File: src/rtl/issue_scheduler.sv
// Out-of-order issue queue: an age-ordered collapsing buffer with writeback wakeup and oldest-ready select.
// Optional macro SCHED_PERF_CNT_EN adds the perf_full_cycles / perf_fires counters.
`timescale 1ns/1ps

package core_pkg;
   localparam int NUM_PREGS = 64;
   localparam int PREG_W    = $clog2(NUM_PREGS);

   typedef struct packed {
      logic [31:0]       pc;
      logic [PREG_W-1:0] src1_preg;
      logic [PREG_W-1:0] src2_preg;
      logic [PREG_W-1:0] dst_preg;
      logic [31:0]       imm_val;
      logic              instr_valid;
   } sched_pkt_t;
endpackage

// Per-entry readiness: registered ready flag plus the wakeup-updated source bits.
module issue_sched_slot #(
   parameter int PREG_W = 6
) (
   input  logic              valid,
   input  logic [PREG_W-1:0] src1_preg,
   input  logic [PREG_W-1:0] src2_preg,
   input  logic              r1,
   input  logic              r2,
   input  logic              wb_valid,
   input  logic [PREG_W-1:0] wb_preg,
   output logic              r1_w,
   output logic              r2_w,
   output logic              rdy
);
   assign rdy  = valid & r1 & r2;
   assign r1_w = r1 | (wb_valid & (src1_preg == wb_preg));
   assign r2_w = r2 | (wb_valid & (src2_preg == wb_preg));
endmodule

module issue_scheduler #(
   parameter int NUM_ENTRIES = 8,
   parameter int PREG_W      = core_pkg::PREG_W
) (
   input  logic                         clk,
   input  logic                         rst,
   input  logic                         flush,
   input  logic                         disp_valid,
   output logic                         disp_ready,
   input  logic [31:0]                  disp_pc,
   input  logic [PREG_W-1:0]            disp_src1_preg,
   input  logic [PREG_W-1:0]            disp_src2_preg,
   input  logic [PREG_W-1:0]            disp_dst_preg,
   input  logic                         disp_src1_rdy,
   input  logic                         disp_src2_rdy,
   input  logic [31:0]                  disp_imm_val,
   input  logic                         wb_valid,
   input  logic [PREG_W-1:0]            wb_preg,
   output logic                         fire_valid,
   output core_pkg::sched_pkt_t         sched_pkt,
   output logic [$clog2(NUM_ENTRIES):0] count
`ifdef SCHED_PERF_CNT_EN
   ,
   output logic [31:0]                  perf_full_cycles,
   output logic [31:0]                  perf_fires
`endif
);
   localparam int IW = $clog2(NUM_ENTRIES);
   localparam int CW = IW + 1;

   logic [NUM_ENTRIES-1:0]             valid_q, valid_d, r1_q, r1_d, r2_q, r2_d;
   logic [NUM_ENTRIES-1:0][31:0]       pc_q, pc_d, imm_q, imm_d;
   logic [NUM_ENTRIES-1:0][PREG_W-1:0] s1_q, s1_d, s2_q, s2_d, dst_q, dst_d;
   logic [CW-1:0]                      count_q, count_d;
   logic                               fire_valid_q, fire_valid_d;
   core_pkg::sched_pkt_t               pkt_q, pkt_d;

   logic [NUM_ENTRIES-1:0]             rdy_vec, r1_w, r2_w, shift_vec;
   logic [NUM_ENTRIES-1:0]             sh_valid, sh_r1, sh_r2;
   logic [NUM_ENTRIES-1:0][31:0]       sh_pc, sh_imm;
   logic [NUM_ENTRIES-1:0][PREG_W-1:0] sh_s1, sh_s2, sh_dst;

   logic [IW-1:0] sel_idx, wr_idx;
   logic          fire_any, disp_acc, fire_go, disp_r1, disp_r2;

   // Each slot reads its upper neighbour so the queue can close the gap left by a fire.
   for (genvar g = 0; g < NUM_ENTRIES; g++) begin : g_slot
      localparam int NXT = (g < NUM_ENTRIES-1) ? g + 1 : g;
      logic up_valid;

      issue_sched_slot #(.PREG_W(PREG_W)) u_slot (
         .valid     (valid_q[g]),
         .src1_preg (s1_q[g]),
         .src2_preg (s2_q[g]),
         .r1        (r1_q[g]),
         .r2        (r2_q[g]),
         .wb_valid  (wb_valid),
         .wb_preg   (wb_preg),
         .r1_w      (r1_w[g]),
         .r2_w      (r2_w[g]),
         .rdy       (rdy_vec[g])
      );

      assign shift_vec[g] = fire_any & (IW'(g) >= sel_idx);
      assign up_valid     = (g < NUM_ENTRIES-1) ? valid_q[NXT] : 1'b0;
      assign sh_valid[g]  = shift_vec[g] ? up_valid    : valid_q[g];
      assign sh_pc[g]     = shift_vec[g] ? pc_q[NXT]   : pc_q[g];
      assign sh_imm[g]    = shift_vec[g] ? imm_q[NXT]  : imm_q[g];
      assign sh_s1[g]     = shift_vec[g] ? s1_q[NXT]   : s1_q[g];
      assign sh_s2[g]     = shift_vec[g] ? s2_q[NXT]   : s2_q[g];
      assign sh_dst[g]    = shift_vec[g] ? dst_q[NXT]  : dst_q[g];
      assign sh_r1[g]     = shift_vec[g] ? r1_w[NXT]   : r1_w[g];
      assign sh_r2[g]     = shift_vec[g] ? r2_w[NXT]   : r2_w[g];
   end

   always_comb begin
      sel_idx = '0;
      for (int i = NUM_ENTRIES-1; i >= 0; i--) begin
         if (rdy_vec[i]) sel_idx = IW'(i);
      end
   end

   assign fire_any   = |rdy_vec;
   assign fire_go    = fire_any & ~flush;
   assign disp_ready = (count_q < CW'(NUM_ENTRIES));
   assign disp_acc   = disp_valid & disp_ready & ~flush;
   // The write slot only wraps to count-1 when a fire frees space; count_q < N whenever disp_acc.
   assign wr_idx     = IW'(fire_any ? count_q - 1'b1 : count_q);
   assign disp_r1    = disp_src1_rdy | (disp_src1_preg == '0) |
                       (wb_valid & (disp_src1_preg == wb_preg));
   assign disp_r2    = disp_src2_rdy | (disp_src2_preg == '0) |
                       (wb_valid & (disp_src2_preg == wb_preg));

   always_comb begin
      valid_d = sh_valid;
      pc_d    = sh_pc;
      imm_d   = sh_imm;
      s1_d    = sh_s1;
      s2_d    = sh_s2;
      dst_d   = sh_dst;
      r1_d    = sh_r1;
      r2_d    = sh_r2;
      if (disp_acc) begin
         valid_d[wr_idx] = 1'b1;
         pc_d[wr_idx]    = disp_pc;
         imm_d[wr_idx]   = disp_imm_val;
         s1_d[wr_idx]    = disp_src1_preg;
         s2_d[wr_idx]    = disp_src2_preg;
         dst_d[wr_idx]   = disp_dst_preg;
         r1_d[wr_idx]    = disp_r1;
         r2_d[wr_idx]    = disp_r2;
      end
      if (flush) valid_d = '0;
   end

   always_comb begin
      count_d      = count_q - CW'(fire_any) + CW'(disp_acc);
      fire_valid_d = fire_go;
      pkt_d        = pkt_q;
      if (flush) count_d = '0;
      if (fire_go) begin
         pkt_d.pc          = pc_q[sel_idx];
         pkt_d.src1_preg   = s1_q[sel_idx];
         pkt_d.src2_preg   = s2_q[sel_idx];
         pkt_d.dst_preg    = dst_q[sel_idx];
         pkt_d.imm_val     = imm_q[sel_idx];
         pkt_d.instr_valid = 1'b1;
      end
   end

   always_ff @(posedge clk or negedge rst) begin
      if (!rst) begin
         valid_q      <= '0;
         r1_q         <= '0;
         r2_q         <= '0;
         pc_q         <= '0;
         imm_q        <= '0;
         s1_q         <= '0;
         s2_q         <= '0;
         dst_q        <= '0;
         count_q      <= '0;
         fire_valid_q <= 1'b0;
         pkt_q        <= '0;
      end else begin
         valid_q      <= valid_d;
         r1_q         <= r1_d;
         r2_q         <= r2_d;
         pc_q         <= pc_d;
         imm_q        <= imm_d;
         s1_q         <= s1_d;
         s2_q         <= s2_d;
         dst_q        <= dst_d;
         count_q      <= count_d;
         fire_valid_q <= fire_valid_d;
         pkt_q        <= pkt_d;
      end
   end

   assign fire_valid = fire_valid_q;
   assign sched_pkt  = pkt_q;
   assign count      = count_q;

`ifdef SCHED_PERF_CNT_EN
   logic [31:0] perf_full_q, perf_full_d, perf_fires_q, perf_fires_d;

   // Counters ignore flush; only reset clears them.
   always_comb begin
      perf_full_d  = perf_full_q + {31'd0, disp_valid & ~disp_ready};
      perf_fires_d = perf_fires_q + {31'd0, fire_go};
   end

   always_ff @(posedge clk or negedge rst) begin
      if (!rst) begin
         perf_full_q  <= '0;
         perf_fires_q <= '0;
      end else begin
         perf_full_q  <= perf_full_d;
         perf_fires_q <= perf_fires_d;
      end
   end

   assign perf_full_cycles = perf_full_q;
   assign perf_fires       = perf_fires_q;
`endif
endmodule

File: config.mk
export PLATFORM = sky130hd
export DESIGN_NAME = issue_scheduler
export DESIGN_NICKNAME = d
export VERILOG_FILES = /design/src/rtl/issue_scheduler.sv
export SDC_FILE = /design/constraint.sdc
export NUM_CORES = 2
export LEC_CHECK = 0
export CORE_UTILIZATION = 60
export DETAILED_ROUTE_END_ITERATION = 16
export PLACE_DENSITY = 0.79
export SKIP_CTS_REPAIR_TIMING = 1
export SYNTH_ARGS = -nofsm -noshare
export SYNTH_HDL_FRONTEND = slang
export SYNTH_SLANG_ARGS = --single-unit
export TNS_END_PERCENT = 10
File: constraint.sdc
create_clock -name clk -period 4.65 [get_ports clk]
set_input_delay 0.93 -clock clk [delete_from_list [all_inputs] [get_ports clk]]
set_output_delay 0.93 -clock clk [all_outputs]
set_load 0.03 [all_outputs]
======== Yosys cells after proc, flatten, opt, wreduce, memory -nomap -nowiden ========
Cells that the tools add are included.
word-level totals
  output and inout port bits .............. 89
  word-level logic and storage cells ...... 254
  register bits after elaboration ......... 768
cells by class
  bitwise gates (word level) .............. 67
  multiplexer cells ....................... 99
  equality and inequality tests ........... 18
  reductions and logical operators ........ 4
  $lt $le $gt $ge ......................... 12
  $add $sub $neg .......................... 3
operators by type and width
  operator                                                               number
  32-bit two-way mux                                                     17
  256-bit bitwise mux                                                    2
  224-bit two-way mux                                                    2
  32-bit binary-select mux with 3-bit select                             2
  6-bit two-way mux                                                      25
  48-bit bitwise mux                                                     3
  42-bit two-way mux                                                     3
  6-bit == test                                                          18
  32-bit demux with 3-bit select                                         1
  6-bit binary-select mux with 3-bit select                              3
  1-bit bitwise AND                                                      45
  8-bit two-way mux                                                      4
  3-bit two-way mux                                                      9
  1-bit two-way mux                                                      23
  1-bit bitwise OR                                                       20
  6-bit demux with 3-bit select                                          1
  8-bit bitwise mux                                                      2
  3-bit >= comparator (first input constant)                             4
  6-bit zero test                                                        2
  3-bit by 4-bit < comparator with 1-bit output (second input constant)  2
  8-bit bitwise OR                                                       1
  8-bit OR reduction                                                     1
  1-bit by 3-bit >= comparator with 1-bit output (first input constant)  2
  2-bit by 3-bit >= comparator with 1-bit output (first input constant)  2
  other kinds (9)                                                        9

======== Depth between registers and ports, before layout ========
  word-level depth ........................ 16
  gate-level depth with buffers ........... 13
  gate-level depth less buffers ........... 11

======== Hierarchy ========
Synthesis repeated with hierarchy kept, for this count alone.
second synthesis, totals
  cell total of the unflattened synthesis .. 4,420
  area, all modules ....................... 40,685.3 um^2
by module, submodules not included
  module            area each (um^2)  seq. area each (um^2)  cells each  instances
  issue_scheduler   39,494.1          19,218.4               4,268       1
  issue_sched_slot  148.9             0.0                    19          8

======== Least setup slack after synthesis ========
OpenSTA, ideal clock, no wires.
  kind .................................... input -> register
  from .................................... in flush
  to ...................................... reg count_q[2], in the netlist count[2]
  data arrival time ....................... 3.087 ns
  path slack .............................. 1.431 ns
  data required time ...................... 4.518 ns
  setup time .............................. 0.132 ns
  cell stages on the path ................. 12
  path through ............................ inv_1 > and3_1 > clkbuf_1 > clkinv_1 > clkbuf_1 > buf_1 > ha_1 > inv_1 > ha_1 > fa_1 > xnor2_1 > nor2_1
on the way
  longest elaborated chain between the ends .. 4
ends and longest elaborated chain
  what                                    RTL line  RTL
  from (decl)                             45        input logic flush,
  1-bit NOT                               124       assign disp_acc = disp_valid & disp_ready & ~flush;
  1-bit bitwise AND                       124
  4-bit by 1-bit adder with 4-bit output  155       count_d = count_q - CW'(fire_any) + CW'(disp_acc);
  4-bit two-way mux (*)                   158       if (flush) count_d = '0;
  named net count_d[2]                    72        logic [CW-1:0] count_q, count_d;
  to (signal assigned)                    191       count_q <= count_d;
  to (decl)                               72
The timed path passes the listed nets; every way through them passes the cells marked *.
A chain may end at the register's enable or synchronous reset.

==> summary by stage <==
Outcome
The flow ran to the end, and the final reports show no timing, DRC or antenna violations.

Worst setup path
The endpoint of the worst-slack reg-to-reg timing path is imm_q[201]. The worst register-to-register path begins at valid_q[1]. The critical path contains buffers and inverters numbering 2 combined. The signal on the critical path passes through nand3_1 -> nand4_4 -> buf_4 -> nor2_1 -> nand2_4 -> buf_12 -> mux2_2 -> mux2_1. In this run the worst path has a maximum fanout of 59. The data required time of the worst path is 5.18 ns. In this run the register-to-register setup slack is 0.75 ns. The worst setup path is captured at a flip-flop. The kind of launch point of the worst setup path is a flip-flop. On the critical path the largest part of the delay comes from simple AND/OR/NAND/NOR gates. The number of cells on the critical path is 8.

On the worst path, the slowest cell contributes a delay of 0.76 ns. The highest-delay cell along the critical path is sky130_fd_sc_hd__buf_4. STA puts the critical path data arrival time at 4.43 ns.

Measured in cells, the most critical reg-to-reg path has a length of 8. By startpoint and endpoint, the worst setup path is classified as reg -> reg.

Synthesis
Sorting the synthesized cells by area gives the leading types as sky130_fd_sc_hd__dfrtp_1 (45%), sky130_fd_sc_hd__mux2_2 (12%), sky130_fd_sc_hd__nand2_1 (5.8%). The sequential-to-total area share from yosys stat is 0.454. Counting flops and latches in the post-synthesis netlist gives 768.

For this run, asynchronously set or reset flops after synthesis account for 1.00. Of all cell types, the one taking the most synthesized area is sky130_fd_sc_hd__dfrtp_1. The number of instances in the synthesized netlist is 4170. The commonest cells after synthesis are sky130_fd_sc_hd__dfrtp_1 (768), sky130_fd_sc_hd__nand2_1 (650), sky130_fd_sc_hd__mux2_2 (438). The count of warnings emitted by yosys is 0. The synthesized design contains 0 enable-type register cells. The share of synthesized area in the top cell type comes to 0.454.

The flip-flop cell with the highest count after synthesis is sky130_fd_sc_hd__dfrtp_1. Each instance of the synthesized netlist takes up on average slightly above 10 um^2. The mapped cell area is 0.0423 mm^2. The most common cell in the synthesized netlist is sky130_fd_sc_hd__dfrtp_1. Synthesis produced a netlist with a net count of about 4300. Counting distinct cell types in the post-synthesis netlist gives 54.

Clock tree
The register clock-pin slew on the reported worst setup and hold paths is 0.06 ns. The clock tree from TritonCTS is done. The buffer levels on the longest clock path is 3. In this run the clock root is driven by a sky130_fd_sc_hd__clkbuf_16. For the worst-skew pair, the clock arrives at the later sink with an insertion delay of 0.66 ns. The number of clock buffers inserted by TritonCTS is 84.

The clock net in this run drives a total of 768 sinks. The number of H-tree branching levels is 3.

Floorplanning
The count of standard-cell rows is 96. The floorplan step set the die height to roughly 270 um. The initial utilization of the core area, before any placement, comes to 0.611. The core box area is 0.0692 mm^2. In this run the horizontal extent of the chip is 268 um. The die covers 0.0716 mm^2. The number of I/O pins is around 180.

Timing
For the pin with the worst max-slew slack, the measured transition is 1.12 ns. The final max-slew violation count came to 0. In the finished design, the share of the clock period the worst path needs comes to 0.839. The summed negative setup slack over all endpoints is 0 ns. The setup violation total in the final timing report is 0. Derived from the worst setup path, the maximum achievable clock frequency is 256 MHz. Setup repair after global routing left no endpoint under its margin. The worst clock skew is 0.0279 ns. The number of endpoints with negative hold slack in the final report is 0.

Subtracting the final worst setup slack from the clock period gives 3.90 ns. Final hold analysis gives a worst-case slack of 0.346 ns. The headroom to the max-slew limit is 0.253.

Job
The max-cap violation count is 0.

Worst hold path
The min-delay analysis places its worst path in the category in -> async.

Finish
Summing all multi-input logic gate instances after layout gives 0.0214 mm^2. The synthesis-to-finish area growth is 12.9%. The share of post-route cells with drive strength above 1 is 0.184.

Across the whole layout, storage elements account for 0.0192 mm^2. After filler insertion, the fill cell instance count of the layout stands at 5029. The final-stage net count is about 4200. The total non-filler cell area in the finished layout is approximately 0.048 mm^2.

Global routing
The met2 track demand over resource in global routing is 0.599. The leftover overflow at the end of global routing is 0. The number of global-route vias before repair is 36400.

The total global routing track utilization is 0.386. Entering global routing, the biggest net connects about 200 pins. The number of antenna violations at the first check in global routing is 7. In the global route stage, met3 resource usage came out at 0.0843. The met1 track demand over resource in global routing is 0.501. The first global-routing pass estimated 214000 um of wire. The most utilized layer in the global route result is met2.

Routing
The final layout contains routed wiring with a total length of 138000 um. The number of antenna-violating nets in the routed design is 0. The routed wirelength normalized by instance count is 27.0 um.

The first-pass iteration count of the detailed router is 9. The remaining routing DRC violations is 0. The detailed-route via count is 36500. The ratio of routed vias to standard cells is a little over 7. The initial DRC count is around 5000.

Placed design
The total placed instance area is 0.0449 mm^2. The weighted congestion at the end of routability-driven global placement is around 0.90. The count of buffers added on input and output ports is 183. Detailed placement ended at an HPWL of 75500 um.

Power
The cell area power density is 634 mW/mm^2. The design draws just over 30 mW. IR analysis of the VDD net gives a maximum drop of 0.000941 V. The leakage power of the design is 20.8 nW.
worst register-to-register path, cell delays in order, from the launching register on:
cell                      delay [ns]
sky130_fd_sc_hd__dfrtp_1        0.39
sky130_fd_sc_hd__nand3_1        0.47
sky130_fd_sc_hd__nand4_4        0.32
sky130_fd_sc_hd__buf_4          0.76
sky130_fd_sc_hd__nor2_1         0.36
sky130_fd_sc_hd__nand2_4        0.40
sky130_fd_sc_hd__buf_12         0.37
sky130_fd_sc_hd__mux2_2         0.42
sky130_fd_sc_hd__mux2_1         0.29
layer usage:
| metal | vias up | wire length (um) |
|---|---|---|
| met5 | - | 0 |
| met4 | 0 | 8020 |
| met3 | 615 | 15500 |
| met2 | 2581 | 63100 |
| met1 | 18000 | 51000 |
| li1 | 15300 | - |
report_power, final:
group	internal, mW	switching (mW)
sequential	9.53	2.39
clock	4.14	2.85
combinational	4.78	6.57
total	18.5	11.8
kinds of logic (layout without fill, tap and decap cells):
group | after synthesis | in the layout | synth area share
AND/OR/NAND/NOR | 1239 | 1239 | 0.139
multiplexers | 767 | 767 | 0.213
AO/OA/AOI/OAI | 804 | 804 | 0.123
adder cells (fa/ha/maj) | 6 | 6 | 0.00195
other | 0 | 7 | 0
flip-flops | 768 | 768 | 0.454
XOR/XNOR | 113 | 113 | 0.0236
buffers and inverters | 473 | 467 | 0.0456
layout by cell type (no fill, tap or decap), types with 34 or more instances in the layout:
master / netlist / layout
sky130_fd_sc_hd__buf_4: 0 / 69
sky130_fd_sc_hd__mux2_1: 73 / 73
sky130_fd_sc_hd__nor2_1: 73 / 71
sky130_fd_sc_hd__xor2_1: 78 / 78
sky130_fd_sc_hd__o21ai_0: 229 / 228
sky130_fd_sc_hd__clkbuf_16: 0 / 85
sky130_fd_sc_hd__nor4_1: 170 / 170
sky130_fd_sc_hd__a21oi_1: 114 / 114
sky130_fd_sc_hd__mux4_2: 56 / 56
sky130_fd_sc_hd__nand2_1: 650 / 644
sky130_fd_sc_hd__a211o_1: 56 / 56
sky130_fd_sc_hd__o211ai_1: 109 / 109
sky130_fd_sc_hd__nand3_1: 71 / 67
sky130_fd_sc_hd__nand4_1: 232 / 232
sky130_fd_sc_hd__mux2i_1: 199 / 197
sky130_fd_sc_hd__clkdlybuf4s50_1: 0 / 182
sky130_fd_sc_hd__a31oi_1: 167 / 167
sky130_fd_sc_hd__mux2_2: 438 / 436
sky130_fd_sc_hd__dfrtp_1: 768 / 768
sky130_fd_sc_hd__inv_1: 34 / 34
layout make-up:
class	count	share of cell area
Clock inverter	32	0.00891
Inverter	36	0.00293
Antenna cell	7	0.000367
Tap cell	931	0.0244
Timing Repair Buffer	283	0.0623
Clock buffer	116	0.0507
Sequential cell	768	0.402
Multi-Input combinational cell	2929	0.448
stage by stage:
| step | util | worst slack (ns) | instances |
|---|---|---|---|
| after detailed placement | 0.649 | 0.854 | 4947 |
| final | 0.690 | 0.747 | 5102 |
| after CTS | 0.690 | 0.888 | 5095 |
| after global routing | 0.690 | 0.637 | 5099 |
| after floorplan | - | 1.43 | 4170 |
| after global placement | 0.649 | 0.921 | 4947 |
worst max-delay path by stage:
stage                     startpoint         end  slack (ns)
final                     valid_q[1]  imm_q[201]        0.75
after global placement         flush     s2_q[5]        0.92
after CTS                 valid_q[1]   imm_q[42]        0.89
after global routing         r2_q[1]   imm_q[42]        0.64
after detailed placement       flush    pc_q[20]        0.85
after floorplan                flush    count[2]        1.43
state kept, by name, summed over array words and instances (netlist names):
name and cells:
fire_valid 1, valid_q 8, dst_q 48, sched_pkt 83
r1_q 8, imm_q 256, s1_q 48, count 4
r2_q 8, pc_q 256, s2_q 48
Note: power is estimated with default switching activity, not from simulation.
